### src/rtl/capture_ctrl.sv
// Logic-probe acquisition: circular BRAM capture with guaranteed pre-trigger window, masked level/edge trigger, dump handoff.
// Latency: BRAM write one cycle after sample_en; start_dump pulses the cycle after the last post-trigger sample. No backpressure: samples outside capture states are dropped.
module capture_ctrl #(
    parameter int AW   = 10,
    parameter int PRE  = 32,
    parameter int POST = 96
) (
    input  logic          clk,
    input  logic          rst,
    input  logic          sample_en,
    input  logic [7:0]    sample_in,
    input  logic          arm,
    input  logic          abort,
    input  logic [7:0]    trig_mask,
    input  logic [7:0]    trig_val,
    input  logic          trig_edge,
    output logic          we,
    output logic [AW-1:0] waddr,
    output logic [7:0]    wdata,
    output logic          start_dump,
    output logic [AW-1:0] start_addr,
    output logic [15:0]   count,
    input  logic          dump_busy,
    output logic          armed,
    output logic          triggered
);

    localparam logic [AW-1:0] PRE_A  = AW'(PRE);
    localparam logic [15:0]   PRE_C  = 16'(PRE);
    localparam logic [15:0]   POST_C = 16'(POST);
    localparam logic [15:0]   TOTAL  = 16'(PRE + POST);

    typedef enum logic [2:0] {
        S_IDLE, S_PREFILL, S_ARMED, S_POST, S_HANDOFF, S_WAIT_DUMP
    } state_t;

    state_t        state;
    logic [AW-1:0] wp;
    logic [AW-1:0] trig_addr;
    logic [15:0]   pre_cnt;
    logic [15:0]   post_cnt;
    logic          prev_match;
    logic          seen_busy;

    logic match;
    logic capturing;
    logic fire;

    assign match     = ((sample_in ^ trig_val) & trig_mask) == 8'h00;
    assign capturing = sample_en &&
                       (state == S_PREFILL || state == S_ARMED || state == S_POST);
    assign fire      = match && (!trig_edge || !prev_match);

    always_ff @(posedge clk or negedge rst) begin
        if (!rst) begin
            state      <= S_IDLE;
            we         <= 1'b0;
            waddr      <= '0;
            wdata      <= 8'h00;
            start_dump <= 1'b0;
            start_addr <= '0;
            count      <= TOTAL;
            armed      <= 1'b0;
            triggered  <= 1'b0;
            wp         <= '0;
            trig_addr  <= '0;
            pre_cnt    <= 16'd0;
            post_cnt   <= 16'd0;
            prev_match <= 1'b1;
            seen_busy  <= 1'b0;
        end else begin
            we         <= 1'b0;
            start_dump <= 1'b0;
            // The write belongs to the current state, even on an abort or transition cycle.
            if (capturing) begin
                we    <= 1'b1;
                waddr <= wp;
                wdata <= sample_in;
                wp    <= wp + 1'b1;
            end
            case (state)
                S_IDLE: begin
                    if (arm && !abort) begin
                        pre_cnt    <= 16'd0;
                        post_cnt   <= 16'd0;
                        prev_match <= 1'b1;
                        armed      <= 1'b1;
                        state      <= (PRE == 0) ? S_ARMED : S_PREFILL;
                    end
                end
                S_PREFILL: begin
                    if (abort) begin
                        state <= S_IDLE;
                        armed <= 1'b0;
                    end else if (sample_en) begin
                        prev_match <= match;
                        pre_cnt    <= pre_cnt + 16'd1;
                        if (pre_cnt + 16'd1 == PRE_C) state <= S_ARMED;
                    end
                end
                S_ARMED: begin
                    if (abort) begin
                        state <= S_IDLE;
                        armed <= 1'b0;
                    end else if (sample_en) begin
                        prev_match <= match;
                        if (fire) begin
                            trig_addr <= wp;
                            triggered <= 1'b1;
                            armed     <= 1'b0;
                            post_cnt  <= 16'd1;
                            if (POST == 1) begin
                                state      <= S_HANDOFF;
                                start_dump <= 1'b1;
                                start_addr <= wp - PRE_A;
                                count      <= TOTAL;
                            end else begin
                                state <= S_POST;
                            end
                        end
                    end
                end
                S_POST: begin
                    if (abort) begin
                        state     <= S_IDLE;
                        triggered <= 1'b0;
                    end else if (sample_en) begin
                        post_cnt <= post_cnt + 16'd1;
                        if (post_cnt + 16'd1 == POST_C) begin
                            state      <= S_HANDOFF;
                            start_dump <= 1'b1;
                            start_addr <= trig_addr - PRE_A;
                            count      <= TOTAL;
                        end
                    end
                end
                S_HANDOFF: begin
                    // start_dump is already high during this cycle, so an abort here cannot retract it.
                    seen_busy <= 1'b0;
                    if (abort) begin
                        state     <= S_IDLE;
                        triggered <= 1'b0;
                    end else begin
                        state <= S_WAIT_DUMP;
                    end
                end
                S_WAIT_DUMP: begin
                    if (dump_busy) begin
                        seen_busy <= 1'b1;
                    end else if (seen_busy) begin
                        state     <= S_IDLE;
                        triggered <= 1'b0;
                    end
                end
                default: state <= S_IDLE;
            endcase
        end
    end

endmodule

### config.mk
export PLATFORM = sky130hd
export DESIGN_NAME = capture_ctrl
export DESIGN_NICKNAME = d
export VERILOG_FILES = /design/src/rtl/capture_ctrl.sv
export SDC_FILE = /design/constraint.sdc
export NUM_CORES = 1
export LEC_CHECK = 0
export BUFFER_PORTS_ARGS = -buffer_cell sky130_fd_sc_hd__buf_2
export CAP_MARGIN = 10
export CELL_PAD_IN_SITES_DETAIL_PLACEMENT = 1
export CELL_PAD_IN_SITES_GLOBAL_PLACEMENT = 1
export CORE_MARGIN = 2
export CORE_UTILIZATION = 44
export CTS_CLUSTER_DIAMETER = 50
export CTS_CLUSTER_SIZE = 40
export DETAILED_ROUTE_END_ITERATION = 7
export PLACE_DENSITY = 0.83
export SYNTH_ARGS = -nofsm -noshare
export SYNTH_HDL_FRONTEND = slang
export SYNTH_SLANG_ARGS = --single-unit
export TNS_END_PERCENT = 20
### constraint.sdc
create_clock -name clk -period 3.5 [get_ports clk]
set_input_delay 0.7 -clock clk [delete_from_list [all_inputs] [get_ports clk]]
set_output_delay 0.7 -clock clk [all_outputs]
set_load 0.01 [all_outputs]
==> qor.csv <==
metric,value,unit
synth_sequential_area_ratio,46.4,%
critical_path_arrival,3.26,ns
grt_usage,22.7,%
synth_area_leader_cell,sky130_fd_sc_hd__dfrtp_1,
synth-main-ff-cell,sky130_fd_sc_hd__dfrtp_1,
post-cts-setup-buffer-count,0,
final_layout_size_suffix_gt1_share,25.0,%
first_global_vias,4221,
clkTransAtPathRegs,0.10,ns
setup_repair_after_global_routing_missed_its_margin,no,
tritoncts_num_sinks,89,
critPathMaxFanout,10,
detailed_route_wl,12.3,mm
clock_tree.root_cell,sky130_fd_sc_hd__clkbuf_8,
clkLatencyLatePin,0.36,ns
cts_made_buffers,9,
detailedRoute.firstPassIterationCount,4,
worst_setup_path_end_kind,register,
floorplan.rows,38,
largest_net_degree_at_the_start_of_global_routing,72,
synth_cell_type_count,49,
avgViaCountPerCell,5.70,
area_delta_synth_final,12.7,%
ys_ff_latch,89,
setup-violations-final,0,
worst-r2r-setup-slack,0.49,ns
post_cts.resized_instances,0,
worstMarginPinSlew,0.921,ns
clock.fmax,0.332,GHz
worst_ir_drop_on_vdd,0.333,mV
leakagePower,2.43,nW
first_iter_violations,205,
ys_async_sr_fraction,100,%
floorplan.die.height,108,µm
netlist_instances,489,
synth.top_cells.by_area,"sky130_fd_sc_hd__dfrtp_1 46%, sky130_fd_sc_hd__mux2_2 9.4%, sky130_fd_sc_hd__o21ai_0 5.6%",
drcViolationCount,0,
syn-cell-area,4800,µm²
nets,583,
dp.final_hpwl,8.95,mm
final_wtd_congestion,0.823,
design.portCount,79,
grt_first_pass_wirelength,21.1,mm
hold_viol_final,0,
route.vias.total,3936,
globalRoute.totalOverflow,0,
layout_worst_path_cycle_share,85.9,%
finClkSkew,0.0151,ns
worstPathRequired,3.75,ns
starting_density_of_the_core,44.7,%
synthesis.area_per_instance,9.83,µm²
wire_per_inst,17.8,µm
finalSetupTns,0,ns
synth_largest_type_area_fraction,45.8,%
maxSlewHeadroom,38.6,%
design.core.area,10700,µm²
timing_worst_setup_path_type,reg -> reg,
cap_viol_max_count,0,
path_class_of_the_lowest_slack_min_delay_path,in -> async,
antennaDiodeCount,0,
cts_hold_buffers,0,
cts_tree,done,
cts_max_level,3,
post-route-cell-area,5410,µm²
final_antenna_net_count,0,
slew_viol_final,0,
final_period_minus_worst_setup_slack,3.01,ns
post_detailed_placement_cell_area,5210,µm²
power_density,589,nW/µm²
floorplan.die.width,108,µm
synth_edf_count,0,
die-area,11800,µm²
crit_path_start_kind,register,
grt_antenna_before_repair,0,
numPortBuffers,62,
run_status,finished clean,
synthesis.yosys.warnings,0,
clk_path_buf_depth,2,
==> layout make-up <==
| class | instances | area (µm²) |
|---|---|---|
| Inverter | 11 | 41.3 |
| Timing Repair Buffer | 72 | 388 |
| Tap cell | 140 | 175 |
| Multi-Input combinational cell | 363 | 2380 |
| Fill cell | 1252 | 5330 |
| Sequential cell | 89 | 2230 |
| Clock buffer | 10 | 128 |
| Clock inverter | 6 | 75.1 |
==> registers in the layout, indices dropped and copies added, names as in the netlist, 3 cells and up <==
signal / count
post_cnt: 16
pre_cnt: 16
start_addr: 10
trig_addr: 10
waddr: 10
wp: 10
wdata: 8
state: 3
==> cells in the final DEF, fill, tap and decap left out, drive strengths merged, types with 4 or more instances in the layout <==
cell,synthesis,routed
o31ai,11,11
nor2b,8,8
clkbuf,20,10
nand4,15,15
ha,6,6
and3,8,8
nand2,33,33
nor4,7,7
dfrtp,88,88
o21ai,54,54
buf,20,72
a21oi,14,14
nor3,6,6
a22oi,4,4
xor2,14,14
conb,2,16
a31oi,8,8
inv,10,12
nor2,39,39
mux2,40,40
nand3,28,28
xnor2,12,12
o41ai,7,7
==> per-layer routing <==
| metal | track usage, % | vias to the layer above | wire, µm |
|---|---|---|---|
| li1 | - | 1858 | - |
| met1 | 28.5 | 1966 | 5400 |
| met2 | 39.5 | 94 | 6220 |
| met3 | 4.28 | 18 | 514 |
| met4 | 6.87 | 0 | 186 |
| met5 | 0 | - | 0 |
==> path summary, 6_finish.rpt <==
| path | start | end | cells past startpoint |
|---|---|---|---|
| worst max-delay path | post_cnt[0]$_DFFE_PN0P_ | start_addr[4]$_DFFE_PN0P_ | 7 |
| worst min-delay path | rst | start_addr[7]$_DFFE_PN0P_ | 1 |
| worst max register to register | post_cnt[0]$_DFFE_PN0P_ | start_addr[4]$_DFFE_PN0P_ | 7 |
| worst min register to register | waddr[5]$_DFFE_PN0P_ | waddr[5]$_DFFE_PN0P_ | 1 |
| max in group asynchronous | rst | waddr[4]$_DFFE_PN0P_ | 2 |
| min in group clk | waddr[5]$_DFFE_PN0P_ | waddr[5]$_DFFE_PN0P_ | 1 |
==> critical path, cell delays in order (launching register included) <==
cell	delay [ns]
sky130_fd_sc_hd__dfrtp_1	0.43
sky130_fd_sc_hd__ha_1	0.27
sky130_fd_sc_hd__nand3_1	0.17
sky130_fd_sc_hd__or4_1	0.60
sky130_fd_sc_hd__o21ba_4	0.27
sky130_fd_sc_hd__o211ai_4	0.09
sky130_fd_sc_hd__nor4_4	0.66
sky130_fd_sc_hd__mux2_2	0.42
==> synthesized netlist by cell type (all sizes together) (3+ instances only) <==
cell / count
nor3: 6
buf: 20
nand2b: 3
o31a: 3
a22oi: 4
xor2: 14
o21ai: 54
nor2b: 8
and4: 3
inv: 10
nand4: 15
nor4: 7
o31ai: 11
o41ai: 7
xnor2: 12
a31oi: 8
nor2: 39
nand2: 33
a211oi: 3
clkbuf: 20
dfrtp: 88
and3: 8
a21oi: 14
nand3: 28
mux2: 40
ha: 6
==> power by group <==
group / internal (mW) / switching, mW / leakage [nW]
clock network: 0.341 / 0.390 / 0.0990
registers: 1.21 / 0.214 / 1.18
logic: 0.428 / 0.603 / 1.14
==> logic make-up after synthesis <==
| group | share of synthesized area (%) |
|---|---|
| AOI/OAI and AO/OA | 14.8 |
| and+or+nand+nor | 17.2 |
| muxes | 9.79 |
| other | 0.156 |
| adders and majority gates | 1.56 |
| buffers and inverters | 5.34 |
| DFF | 46.4 |
| xor gates and xnor gates | 4.74 |
==> through the flow <==
step	instances	utilization, %	hold slack (ns)	worst slack (ns)	total power, mW
finish	691	50.4	0.447	0.492	3.19
floorplan	503	-	0.404	0.817	2.08
detailed placement	675	48.5	0.495	0.480	2.47
global route	691	50.4	0.500	0.311	3.39
CTS	691	50.4	0.491	0.486	3.21
global placement	675	48.5	0.484	0.636	2.41
Power figures use the tool's default switching activity.
